**src/rtl/gray_tint_pkg.sv**
```systemverilog
// ---------------------------------------------------------------------------
// gray_tint_pkg
// Shared constants and helpers for the gray-to-RGB tint pipeline.
//   SEPIA_R/G/B : default per-channel tint weights, unsigned Q2.6
//   ROUND_HALF  : half an LSB of the Q2.6 result, added before truncation
//   FRAC_BITS   : fractional bits of the weights
//   PIX_W       : pixel channel width
//   PROD_W      : width of gray * weight product
//   SUM_W       : product plus rounding headroom
// ---------------------------------------------------------------------------
package gray_tint_pkg;

    localparam int PIX_W     = 4;
    localparam int FRAC_BITS = 6;
    localparam int PROD_W    = 12;
    localparam int SUM_W     = 13;

    localparam logic [7:0]        SEPIA_R    = 8'd72;   // 1.125
    localparam logic [7:0]        SEPIA_G    = 8'd64;   // 1.0
    localparam logic [7:0]        SEPIA_B    = 8'd48;   // 0.75
    localparam logic [PROD_W-1:0] ROUND_HALF = 12'd32;

    localparam logic [SUM_W-1:0]  PIX_MAX_WIDE = 13'd15;
    localparam logic [PIX_W-1:0]  PIX_MAX      = 4'd15;

    // Round a Q*.6 product to an integer pixel, widened so +32 cannot wrap.
    function automatic logic [SUM_W-1:0] roundQ6(input logic [PROD_W-1:0] prod);
        logic [SUM_W-1:0] sum;
        sum = {1'b0, prod} + {1'b0, ROUND_HALF};
        return sum >> FRAC_BITS;
    endfunction

    // Clamp a rounded value into the pixel range.
    function automatic logic [PIX_W-1:0] sat15(input logic [SUM_W-1:0] value);
        logic [PIX_W-1:0] pix;
        if (value > PIX_MAX_WIDE) begin
            pix = PIX_MAX;
        end else begin
            pix = value[PIX_W-1:0];
        end
        return pix;
    endfunction

endpackage

```
**src/rtl/gray_tint_pipe_tint_channel.sv**
```systemverilog
// ---------------------------------------------------------------------------
// tint_channel
// Combinational arithmetic for one colour channel. The multiply and the
// round/saturate halves are independent so the top can register the product
// between them.
//   gray    in  4   gray sample to scale
//   prod    out 12  gray * WEIGHT
//   prodIn  in  12  registered product to round and clamp
//   pix     out 4   rounded, saturated channel value
//   clamp   out 1   rounded value exceeded 15 and was clamped
// ---------------------------------------------------------------------------
module tint_channel
    import gray_tint_pkg::*;
#(
    parameter logic [7:0] WEIGHT = SEPIA_R
) (
    input  logic [PIX_W-1:0]  gray,
    output logic [PROD_W-1:0] prod,
    input  logic [PROD_W-1:0] prodIn,
    output logic [PIX_W-1:0]  pix,
    output logic              clamp
);

    logic [SUM_W-1:0] rounded_s;

    // Multiply, then round and saturate the registered product.
    always_comb begin
        prod      = {8'd0, gray} * {4'd0, WEIGHT};
        rounded_s = roundQ6(prodIn);
        clamp     = (rounded_s > PIX_MAX_WIDE);
        pix       = sat15(rounded_s);
    end

endmodule

```
**src/rtl/gray_tint_pipe.sv**
```systemverilog
// ---------------------------------------------------------------------------
// gray_tint_pipe
// Two-stage valid/ready pipeline converting 4-bit gray to tinted 4-bit RGB.
// Stage 1 registers the three products, stage 2 rounds/saturates into the
// output registers. A bypass sample copies gray to every channel.
//   clk, rst_n         clock, asynchronous active-low reset
//   s_valid/s_ready    input handshake (s_ready = ~m_valid | m_ready)
//   s_gray, s_bypass   input sample and its bypass qualifier
//   m_valid/m_ready    output handshake
//   m_r, m_g, m_b      output channels
//   m_last             output pixel is index FRAME_PIXELS-1 of its frame
//   sat_flag           (GRAY_TINT_SAT_FLAG_EN only) sticky per-frame clamp flag
// Optional feature macro: GRAY_TINT_SAT_FLAG_EN
// ---------------------------------------------------------------------------
module gray_tint_pipe
    import gray_tint_pkg::*;
#(
    parameter logic [7:0] R_WEIGHT     = SEPIA_R,
    parameter logic [7:0] G_WEIGHT     = SEPIA_G,
    parameter logic [7:0] B_WEIGHT     = SEPIA_B,
    parameter int         FRAME_PIXELS = 76800,
    parameter int         CNT_W        = 17
) (
    input  logic             clk,
    input  logic             rst_n,
    input  logic             s_valid,
    output logic             s_ready,
    input  logic [PIX_W-1:0] s_gray,
    input  logic             s_bypass,
    output logic             m_valid,
    input  logic             m_ready,
    output logic [PIX_W-1:0] m_r,
    output logic [PIX_W-1:0] m_g,
    output logic [PIX_W-1:0] m_b,
    output logic             m_last
`ifdef GRAY_TINT_SAT_FLAG_EN
    ,
    output logic             sat_flag
`endif
);

    localparam logic [CNT_W-1:0] LAST_IDX = CNT_W'(FRAME_PIXELS - 1);
    localparam logic [CNT_W-1:0] CNT_ONE  = CNT_W'(1);
    localparam logic [CNT_W-1:0] CNT_ZERO = CNT_W'(0);

    logic              adv_s;
    logic              outXfer_s;
    logic [CNT_W-1:0]  nextIdx_s;

    logic              v1_r;
    logic              byp1_r;
    logic [PIX_W-1:0]  gray1_r;
    logic [PROD_W-1:0] prodR_r, prodG_r, prodB_r;
    logic [PROD_W-1:0] prodR_s, prodG_s, prodB_s;
    logic [PIX_W-1:0]  pixR_s, pixG_s, pixB_s;
    logic              clampR_s, clampG_s, clampB_s;
    logic [CNT_W-1:0]  pixCnt_r;

    tint_channel #(.WEIGHT(R_WEIGHT)) u_red (
        .gray(s_gray), .prod(prodR_s), .prodIn(prodR_r), .pix(pixR_s), .clamp(clampR_s)
    );
    tint_channel #(.WEIGHT(G_WEIGHT)) u_green (
        .gray(s_gray), .prod(prodG_s), .prodIn(prodG_r), .pix(pixG_s), .clamp(clampG_s)
    );
    tint_channel #(.WEIGHT(B_WEIGHT)) u_blue (
        .gray(s_gray), .prod(prodB_s), .prodIn(prodB_r), .pix(pixB_s), .clamp(clampB_s)
    );

    // Advance enable and the frame index the next stage-2 pixel will carry.
    // If the current output leaves this cycle, the incoming pixel takes the
    // following index; otherwise it takes the current counter value.
    always_comb begin
        adv_s     = ~m_valid | m_ready;
        outXfer_s = m_valid & m_ready;
        nextIdx_s = pixCnt_r;
        if (outXfer_s) begin
            if (pixCnt_r == LAST_IDX) begin
                nextIdx_s = CNT_ZERO;
            end else begin
                nextIdx_s = pixCnt_r + CNT_ONE;
            end
        end else begin
            nextIdx_s = pixCnt_r;
        end
    end

    assign s_ready = adv_s;

    // Stage 1: capture products and bypass context on an input transfer.
    always_ff @(posedge clk or negedge rst_n) begin
        if (!rst_n) begin
            v1_r    <= 1'b0;
            byp1_r  <= 1'b0;
            gray1_r <= 4'd0;
            prodR_r <= 12'd0;
            prodG_r <= 12'd0;
            prodB_r <= 12'd0;
        end else if (adv_s) begin
            v1_r <= s_valid;
            if (s_valid) begin
                byp1_r  <= s_bypass;
                gray1_r <= s_gray;
                prodR_r <= prodR_s;
                prodG_r <= prodG_s;
                prodB_r <= prodB_s;
            end
        end
    end

    // Stage 2: output registers, loaded whenever the pipe advances.
    always_ff @(posedge clk or negedge rst_n) begin
        if (!rst_n) begin
            m_valid <= 1'b0;
            m_last  <= 1'b0;
            m_r     <= 4'd0;
            m_g     <= 4'd0;
            m_b     <= 4'd0;
        end else if (adv_s) begin
            m_valid <= v1_r;
            m_last  <= v1_r & (nextIdx_s == LAST_IDX);
            if (byp1_r) begin
                m_r <= gray1_r;
                m_g <= gray1_r;
                m_b <= gray1_r;
            end else begin
                m_r <= pixR_s;
                m_g <= pixG_s;
                m_b <= pixB_s;
            end
        end
    end

    // Output-transfer counter, wrapping at the frame boundary.
    always_ff @(posedge clk or negedge rst_n) begin
        if (!rst_n) begin
            pixCnt_r <= CNT_ZERO;
        end else if (outXfer_s) begin
            pixCnt_r <= nextIdx_s;
        end
    end

`ifdef GRAY_TINT_SAT_FLAG_EN
    // Sticky clamp flag; a clamp on the load that coincides with the frame
    // boundary transfer keeps the flag set.
    always_ff @(posedge clk or negedge rst_n) begin
        if (!rst_n) begin
            sat_flag <= 1'b0;
        end else if (adv_s & v1_r & ~byp1_r & (clampR_s | clampG_s | clampB_s)) begin
            sat_flag <= 1'b1;
        end else if (outXfer_s & m_last) begin
            sat_flag <= 1'b0;
        end else begin
            sat_flag <= sat_flag;
        end
    end
`else
    logic unusedClamp_s;
    assign unusedClamp_s = clampR_s ^ clampG_s ^ clampB_s;
`endif

endmodule

```
**config.mk**
```make
export PLATFORM = sky130hd
export DESIGN_NAME = gray_tint_pipe
export DESIGN_NICKNAME = d
export VERILOG_FILES = /design/src/rtl/gray_tint_pkg.sv /design/src/rtl/gray_tint_pipe_tint_channel.sv /design/src/rtl/gray_tint_pipe.sv
export SDC_FILE = /design/constraint.sdc
export NUM_CORES = 1
export LEC_CHECK = 0
export BUFFER_PORTS_ARGS = -buffer_cell sky130_fd_sc_hd__buf_2
export CORE_MARGIN = 3
export CORE_UTILIZATION = 55
export DETAILED_ROUTE_END_ITERATION = 12
export MAX_ROUTING_LAYER = met4
export PLACE_DENSITY_LB_ADDON = 0.3
export SETUP_SLACK_MARGIN = 0.3
export SLEW_MARGIN = 5
export SYNTH_ARGS = -nofsm -noshare
export SYNTH_HDL_FRONTEND = slang
export SYNTH_SLANG_ARGS = --single-unit
```
**constraint.sdc**
```tcl
create_clock -name clk -period 1.98 [get_ports clk]
set_input_delay 0 -clock clk [delete_from_list [all_inputs] [get_ports clk]]
set_output_delay 0 -clock clk [all_outputs]
set_load 0.05 [all_outputs]
```
==> results.sh <==
export IMPL_path_common_cell="o31ai_4"
export IMPL_place_area_um2=2770
export IMPL_synthCells=252
export IMPL_grt_setup_unrepaired="yes"
export IMPL_cts_tree="done"
export IMPL_synth_edf_count=0
export IMPL_setup_viol=0
export IMPL_dp_hpwl_um=3870
export IMPL_yosysTopAreaCell="dfrtp_1"
export IMPL_worstHoldPathType="input port to flip-flop"
export IMPL_yosys_top_cells_area="dfrtp_1 (46%), nand2_1 (5.3%), ha_1 (4.9%)"
export IMPL_critPathLaunchType="flip-flop"
export IMPL_fin_ws_ps=239
export IMPL_drc=0
export IMPL_synth_most_common_cell="dfrtp_1"
export IMPL_p_leak_uw=0.00137
export IMPL_clockBufferDepth=2
export IMPL_fin_area_um2=3040
export IMPL_drv_slew=0
export IMPL_critPathMaxFanout=2
export IMPL_cellPowerDensity_nw_per_um2=946
export IMPL_finish_utilization_pct=68.8
export IMPL_finalHoldViolations=0
export IMPL_grt_pass1_wl_um=8850
export IMPL_synth_cell_types=51
export IMPL_worstPathCellList="nand4bb_4 -> or4b_4 -> o31ai_4 -> nand2_2 -> nand4_2 -> o31ai_4"
export IMPL_maxCapViolations=0
export IMPL_drt_wirelength_per_cell_um=15.5
export IMPL_synth_common_cells="dfrtp_1 (47), nand2_1 (36), o21ai_0 (20)"
export IMPL_drive_above_1_share_pct=30.1
export IMPL_clk_latency_ps=300
export IMPL_synth_area_um2=2560
export IMPL_cts_made_buffers=5
export IMPL_antenna_found_initial=0
export IMPL_num_vias=1994
export IMPL_synth_flop_cell="dfrtp_1"
export IMPL_overflow=0
export IMPL_finalNonFillerCells=348
export IMPL_max_stage_delay_ps=520
export IMPL_first_pass_iters=4
export IMPL_clkTransAtPathRegs_ps=80
export IMPL_path_class="flip-flop to flip-flop"
export IMPL_die_h_um=74.3
export IMPL_vias_per_cell=5.73
export IMPL_ios=24
export IMPL_areaGrowthSynthToFinish_pct=18.4
export IMPL_cts_sinks=47
export IMPL_ctsHtreeMaxLevel=2
export IMPL_die_area_um2=5520
export IMPL_tns_ps=0
export IMPL_grtUsageTotal_pct=21.8
export IMPL_preCtsSetupSlack_ps=148
export IMPL_tightest_slew_ps=407
export IMPL_critPathRequiredTime_ps=2170
export IMPL_critPathSlowestCell="or4b_4"
export IMPL_relSlewSlack_pct=72.8
export IMPL_min_period_ps=1740
export IMPL_syn_num_nets=272
export IMPL_ys_warn_count=0
export IMPL_grt_max_degree=19
export IMPL_num_rows=24
export IMPL_max_freq_mhz=574
export IMPL_async_flop_share_pct=100
export IMPL_drt_iter0_drc=159
export IMPL_wirelength_um=5380
export IMPL_ant_nets=0
export IMPL_cts_root_buf="clkbuf_8"
export IMPL_avgSynthCellArea_um2=10.2
export IMPL_gp_congestion=0.889
export IMPL_coreArea_um2=4410
export IMPL_end_kind="flip-flop"
export IMPL_initial_core_util_pct=58.1
export IMPL_synth_top_area_share_pct=45.9
export IMPL_fillCellCount=310
export IMPL_num_nets_final=315
export IMPL_antennaDiodeCount=0
export IMPL_fin_worst_skew_ps=5.73
export IMPL_synth_seq_area_share_pct=45.9
export IMPL_status="finished clean"
export IMPL_finalCritPeriodShare_pct=87.9
export IMPL_vdd_drop_max_mv=0.607
export IMPL_die_w_um=74.3
export IMPL_critPathArrivalTime_ps=1930
export IMPL_grt_pass1_vias=1842
export IMPL_dpl_cell_count=324
export IMPL_synth_seq_cells=47
export IMPL_io_buffers=23
==> cell type report <==
type / instances / area (um^2) / area share, %
multi-input cells: 188 / 1380 / 45.5
flip-flops and latches: 47 / 1180 / 39.0
repair buffers: 44 / 288 / 9.48
clock buffers: 6 / 72.6 / 2.39
well taps: 52 / 65.1 / 2.14
inverters: 9 / 33.8 / 1.11
clock inverters: 2 / 12.5 / 0.412
==> final timing paths <==
| kind | endpoint | from | depth (start not counted) | slack, ps |
|---|---|---|---|---|
| worst max-delay path | m_last | pixCnt_r[15] | 6 | 240 |
| worst min-delay path | prodG_r[9] | s_gray[3] | 2 | 60 |
| worst max register to register | m_last | pixCnt_r[15] | 6 | 240 |
| worst min register to register | m_g[1] | m_g[1] | 2 | 470 |
| max in group asynchronous | pixCnt_r[10] | rst_n | 3 | 1240 |
| min in group asynchronous | prodB_r[9] | rst_n | 2 | 150 |
==> cell families after synthesis <==
logic type               after synthesis  synth area share [%]
flip-flops                            47                  45.9
AND/OR/NAND/NOR                      101                  22.8
buffers and inverters                 17                  3.12
multiplexers                           8                  3.51
XOR/XNOR                              18                  6.44
adder cells (fa/ha/maj)               11                  5.66
AO/OA/AOI/OAI                         50                  12.5
==> power by group <==
| part | internal, uW | total (uW) | switching (uW) |
|---|---|---|---|
| combinational | 343 | 961 | 619 |
| clock | 247 | 566 | 318 |
| sequential | 1140 | 1340 | 201 |
==> critical path, delay by kind of cell, from the launching register on <==
family | cells | cell delay (ps)
flip-flops | 1 | 430
AND/OR/NAND/NOR | 4 | 930
AO/OA/AOI/OAI | 2 | 260
==> cells in the final DEF, fill, tap and decap left out, drive strengths merged, types with 2 or more instances in the layout <==
cell,count
buf,41
inv,9
ha,10
and4,3
nor3,2
o31ai,4
nor2b,3
and3,5
dlygate4sd3,3
xor2,7
nand4,7
a211oi,3
xnor2,11
a21o,4
nand3b,3
clkbuf,6
a31oi,3
a21oi,11
nand2,38
dfrtp,47
nand3,10
o21ai,20
nor2,20
nand2b,3
mux2,8
or2,2
==> timing repair <==
item	CTS	global route
pin swaps	3	6
buffers inserted	10	3
setup endpoints to repair	1	9
hold endpoints to repair	18	0
hold buffers	3	0
gates resized for setup	6	9
==> registers in the layout (all words and copies together) (netlist names) <==
name / flops
m_b: 4
prodB_r: 6
m_g: 4
pixCnt_r: 17
m_last: 1
byp1_r: 1
prodR_r: 5
m_r: 4
v1_r: 1
m_valid: 1
prodG_r: 3
==> stage by stage <==
step | hold WS (ps) | total power, uW
finish | 63.8 | 2870
CTS | 50.9 | 2870
global placement | -51.1 | 2230
global route | 72.2 | 3040
detailed placement | -50.6 | 2260
floorplan | -296 | 2010
==> metal layers <==
| metal | wire, um | track usage, % | share of wire [%] | vias to the layer above |
|---|---|---|---|---|
| met1 | 2520 | 31.9 | 47 | 953 |
| met3 | 344 | 4.86 | 6.4 | 7 |
| li1 | - | - | - | 967 |
| met4 | 65 | 7.11 | 1.2 | 0 |
| met5 | 0 | - | 0 | - |
| met2 | 2450 | 30.1 | 46 | 67 |
(Power assumes the default switching activity.)
